==> config.mk <==
export PLATFORM = sky130hd
export DESIGN_NAME = mem_arbiter
export DESIGN_NICKNAME = d
export VERILOG_FILES = /design/src/rtl/mem_arbiter.sv
export SDC_FILE = /design/constraint.sdc
export NUM_CORES = 1
export LEC_CHECK = 0
export BUFFER_PORTS_ARGS = -buffer_cell sky130_fd_sc_hd__buf_2
export CORE_MARGIN = 2
export CORE_UTILIZATION = 46
export DETAILED_ROUTE_END_ITERATION = 10
export MAX_ROUTING_LAYER = met4
export PLACE_DENSITY = 0.79
export SLEW_MARGIN = 20
export SYNTH_ARGS = -nofsm -noshare
export SYNTH_HDL_FRONTEND = slang
export SYNTH_SLANG_ARGS = --single-unit
==> constraint.sdc <==
create_clock -name clk -period 2.2 [get_ports clk]
set_input_delay 0 -clock clk [delete_from_list [all_inputs] [get_ports clk]]
set_output_delay 0 -clock clk [all_outputs]
set_load 0.05 [all_outputs]
==> src/rtl/mem_arbiter.sv <==
// Arbitrates the single data-memory port between IFU fetches and LSU loads/stores, one transaction at a time.
// Optional macro ARB_RR_EN selects round-robin grant; the default build uses fixed LSU priority.
module mem_arbiter #(
    parameter int MEM_LAT = 1,
    parameter int ADDR_W  = 32
) (
    input  logic              clk,
    input  logic              rst_n,
    input  logic              ifu_req_valid,
    output logic              ifu_req_ready,
    input  logic [ADDR_W-1:0] ifu_req_addr,
    output logic              ifu_resp_valid,
    output logic [31:0]       ifu_resp_data,
    input  logic              lsu_req_valid,
    output logic              lsu_req_ready,
    input  logic [ADDR_W-1:0] lsu_req_addr,
    input  logic              lsu_req_wen,
    input  logic [31:0]       lsu_req_wdata,
    input  logic [1:0]        lsu_req_size,
    input  logic              lsu_req_sext,
    output logic              lsu_resp_valid,
    output logic [31:0]       lsu_resp_data,
    output logic              mem_ren,
    output logic [ADDR_W-1:0] mem_raddr,
    output logic              mem_wen,
    output logic [ADDR_W-1:0] mem_waddr,
    output logic [31:0]       mem_wdata,
    output logic              mem_suffix_b,
    output logic              mem_suffix_h,
    output logic              mem_sext,
    input  logic [31:0]       mem_rdata,
    output logic [1:0]        dbg_state
);

    // Handshake: a request transfers on any cycle where valid and ready are both high.
    // Ready is only ever raised in IDLE and only for the granted requester.

    typedef enum logic [1:0] {
        IDLE   = 2'd0,
        ACCESS = 2'd1,
        RESP   = 2'd2
    } state_t;

    localparam int CNT_W = (MEM_LAT > 1) ? $clog2(MEM_LAT) : 1;

    state_t             state, state_nxt;
    logic               pick_lsu;
    logic               hs;
    logic               owner_lsu;
    logic               wen_q;
    logic [1:0]         size_q;
    logic               sext_q;
    logic [CNT_W-1:0]   cnt;
    logic [31:0]        data_q;
    logic               access_last;

`ifdef ARB_RR_EN
    logic last_lsu;

    // On a tie the requester not granted last wins.
    assign pick_lsu = lsu_req_valid & (~ifu_req_valid | ~last_lsu);

    always_ff @(posedge clk or negedge rst_n) begin
        if (!rst_n) begin
            last_lsu <= 1'b0;
        end else if (hs) begin
            last_lsu <= pick_lsu;
        end
    end
`else
    assign pick_lsu = lsu_req_valid;
`endif

    assign lsu_req_ready = (state == IDLE) & pick_lsu;
    assign ifu_req_ready = (state == IDLE) & ifu_req_valid & ~pick_lsu;
    assign hs            = lsu_req_ready | ifu_req_ready;
    assign access_last   = (state == ACCESS) & (wen_q | (cnt == '0));

    always_ff @(posedge clk or negedge rst_n) begin
        if (!rst_n) begin
            state <= IDLE;
        end else begin
            state <= state_nxt;
        end
    end

    always_comb begin
        state_nxt = state;
        case (state)
            IDLE:    if (hs) state_nxt = ACCESS;
            ACCESS:  if (access_last) state_nxt = RESP;
            RESP:    state_nxt = IDLE;
            default: state_nxt = IDLE;
        endcase
    end

    // Request latch; memory address/data registers only move on a handshake so they hold between accesses.
    always_ff @(posedge clk or negedge rst_n) begin
        if (!rst_n) begin
            owner_lsu <= 1'b0;
            wen_q     <= 1'b0;
            size_q    <= 2'b00;
            sext_q    <= 1'b0;
            cnt       <= '0;
            mem_raddr <= '0;
            mem_waddr <= '0;
            mem_wdata <= '0;
        end else if (hs) begin
            owner_lsu <= pick_lsu;
            cnt       <= CNT_W'(MEM_LAT - 1);
            if (pick_lsu) begin
                wen_q  <= lsu_req_wen;
                size_q <= lsu_req_size;
                sext_q <= lsu_req_sext;
                if (lsu_req_wen) begin
                    mem_waddr <= lsu_req_addr;
                    mem_wdata <= lsu_req_wdata;
                end else begin
                    mem_raddr <= lsu_req_addr;
                end
            end else begin
                wen_q     <= 1'b0;
                size_q    <= 2'b10;
                sext_q    <= 1'b0;
                mem_raddr <= ifu_req_addr;
            end
        end else if ((state == ACCESS) && !wen_q && (cnt != '0)) begin
            cnt <= cnt - 1'b1;
        end
    end

    always_ff @(posedge clk or negedge rst_n) begin
        if (!rst_n) begin
            data_q <= '0;
        end else if (access_last) begin
            data_q <= wen_q ? 32'd0 : mem_rdata;
        end
    end

    // Memory strobes decode straight from state so an async reset drops them at once.
    assign mem_ren      = (state == ACCESS) & ~wen_q;
    assign mem_wen      = (state == ACCESS) & wen_q;
    assign mem_suffix_b = (state == ACCESS) & (size_q == 2'b00);
    assign mem_suffix_h = (state == ACCESS) & (size_q == 2'b01);
    assign mem_sext     = (state == ACCESS) & ~wen_q & sext_q & ~size_q[1];

    assign ifu_resp_valid = (state == RESP) & ~owner_lsu;
    assign lsu_resp_valid = (state == RESP) & owner_lsu;
    assign ifu_resp_data  = ifu_resp_valid ? data_q : 32'd0;
    assign lsu_resp_data  = lsu_resp_valid ? data_q : 32'd0;

    assign dbg_state = state;

endmodule

==> qor.yml <==
power_and_ir_drop:
  power_mw: 15.9
  leakage_nw: 4.93
  ir_worst_vdd_mv: 1.07
  p_per_area_nw_per_um2: 1620
cells_and_area:
  instances_no_fill: 1053
  synthToLayoutAreaGrowth_pct: 59.3
  layout-drive-gt1-share_pct: 55.6
  layout.nets: 999
  fillers: 793
placement:
  port-buffer-count: 306
  place_inst: 887
  gp_congestion: 0.846
  dp_hpwl_mm: 11.8
  place_ws_ps: 417
global_routing:
  grt_pass1_vias: 5745
  grt_overflow: 0
  grt_max_degree: 73
  grt_pass1_wl_mm: 30.4
  grtUsageTotal_pct: 28.5
  antenna_found_initial: 1
clock_tree:
  clock_latency_ps: 420
  cts_buffer_depth: 2
  path_clk_slew_ps: 50
  clockRootBuffer: "clkbuf_16"
  cts_buffers: 17
  htreeDepth: 4
  cts_tree: "yes"
  ctsResizeCount: 0
  clock-sinks: 136
  cts_setup_buffers: 0
sta:
  timing.final.ws_setup_ps: 258
  hold_viol_final: 0
  skew_ps: 12.0
  tightest_slew_ps: 451
  final-setup-viol-count: 0
  rsz0062_at_grt: "no"
  drv_slew: 0
  slew_headroom_pct: 70.0
  period_needed_ps: 1940
  post-route-period-util_pct: 88.3
  timing.fmax_mhz: 515
drt:
  dr.pass1.iters: 4
  vias_per_cell: 4.96
  drcViolationCount: 0
  ant_nets: 0
  wirelength_mm: 19.6
  vias: 5228
  wl_per_cell_um: 18.6
  drt-initial-drc-count: 300
synth:
  synth_top_area_share_pct: 55.2
  synth_flop_cell: "dfrtp_1"
  synthArstFlopShare_pct: 100
  synth.distinct_cells: 25
  synth_cells: 421
  yosysWarnings: 0
  synth_area_leaders: "dfrtp_1 55%, mux2_2 14%, mux2_4 12%"
  synth.most_common_cell: "dfrtp_1"
  synth_area_um2: 6160
  synth_nets: 557
  synth-edff-count: 0
  ys_seq_area_share_pct: 55.2
  synthTopCellsByCount: "136 x dfrtp_1, 79 x mux2_2, 64 x and2_1"
  yosys.area.top_type: "dfrtp_1"
  ys_ff_latch: 136
  syn_area_per_cell_um2: 14.6
floorplan:
  rows: 42
  start_util_pct: 46.9
  dieHeight_um: 120
  pin_count: 307
  die_x_um: 120
  die_area_um2: 14300
  core_area_um2: 13100
setup_path:
  endpoint_kind: "output port"
  crit_required_ps: 2200
  path_cells: "nor3b_2 > buf_4 > and2_1 > buf_2"
  crit_type: "reg2out"
  slowest_stage: "dfrtp_2"
  cp_max_fo: 33
  setup.worst_path.start_class: "flip-flop"
  max_stage_delay_ps: 500
  crit_arrival_ps: 1940
outcome:
  outcome: "complete, no violations"
min_path:
  hold_class: "in2reg"
run:
  cap_violations: 0
-- cells in the final DEF, fill, tap and decap left out, types with 2 or more instances in the layout --
cell type,synthesis,final
buf_2,5,305
and2_1,64,64
mux2_2,79,79
buf_12,6,3
dfrtp_2,0,2
inv_1,2,2
a22o_1,34,34
mux2_4,49,49
a211oi_1,2,2
nor4b_2,0,2
bufinv_16,0,4
buf_4,6,10
nor3_1,2,2
clkinv_4,0,3
clkbuf_16,0,17
dlygate4sd3_1,0,133
dfrtp_1,136,134
nor2_1,6,6
nand2b_1,5,5
inv_6,0,2
clkinvlp_4,0,4
-- critical path: cells and delay by family, from the launching register on --
family                 cells  cell delay, ps
AND/OR/NAND/NOR            2             440
flip-flops                 1             500
buffers and inverters      2             590
-- through the flow --
stage	setup TNS [ps]	hold slack (ps)	cell area [um2]	utilization, %
final	0	18.7	9820	74.7
after global routing	0	52.6	9820	74.7
after CTS	0	8.14	9810	74.7
after detailed placement	0	-187	7850	59.8
after global placement	0	-191	7850	59.8
after floorplan	-4680	-296	6190	-
-- power by group --
| group | internal (mW) | leakage, nW | switching (mW) |
|---|---|---|---|
| sequential | 3.73 | 1.64 | 0.837 |
| combinational | 2.61 | 3.00 | 5.64 |
| clock | 1.91 | 0.293 | 1.14 |
-- worst paths after layout --
path / from / endpoint / cells past startpoint / slack [ps]
worst max-delay path: dbg_state[0] / ifu_resp_data[11] / 4 / 260
worst min-delay path: ifu_req_valid / dbg_state[0] / 3 / 20
worst max register to register: dbg_state[0] / mem_waddr[23] / 4 / 380
worst min register to register: mem_raddr[5] / mem_raddr[5] / 1 / 500
max in group asynchronous: rst_n / mem_wdata[21] / 3 / 1310
min in group asynchronous: rst_n / mem_waddr[12] / 3 / 170
-- flip-flops by register name (all words and copies together) (netlist names) --
signal and flops:
mem_waddr 32, owner_lsu 1, cnt 1, mem_wdata 32
sext_q 1, dbg_state 2, data_q 32, wen_q 1
size_q 2, mem_raddr 32
-- metal layers --
layer / track usage (%) / share of wire, % / up-vias
li1: - / - / 2362
met1: 30.6 / 37 / 2571
met2: 50.2 / 53 / 231
met3: 6.13 / 5.1 / 64
met4: 13.7 / 4.0 / 0
met5: - / 0 / -
-- layout make-up --
| cell class | count | area (um2) | share of cell area, % |
|---|---|---|---|
| multi-input combinational | 254 | 2550 | 26.0 |
| clock buffer | 18 | 429 | 4.37 |
| sequential | 136 | 3410 | 34.7 |
| timing repair buffer | 452 | 3000 | 30.6 |
| tap | 176 | 220 | 2.24 |
| clock inverter | 14 | 199 | 2.03 |
| antenna | 1 | 2.50 | 0.0255 |
| inverter | 2 | 7.51 | 0.0765 |
-- kinds of logic after synthesis --
| group | count (synthesis) | share of synthesized area (%) |
|---|---|---|
| and+or+nand+nor | 87 | 8.97 |
| buffers and inverters | 31 | 3.94 |
| DFF | 136 | 55.2 |
| AOI/OAI and AO/OA | 39 | 5.48 |
| muxes | 128 | 26.4 |
-- what timing repair did --
item	CTS	global route
hold buffers	133	0
hold endpoints to repair	267	0
setup endpoints to repair	0	0
Power figures use the tool's default switching activity.
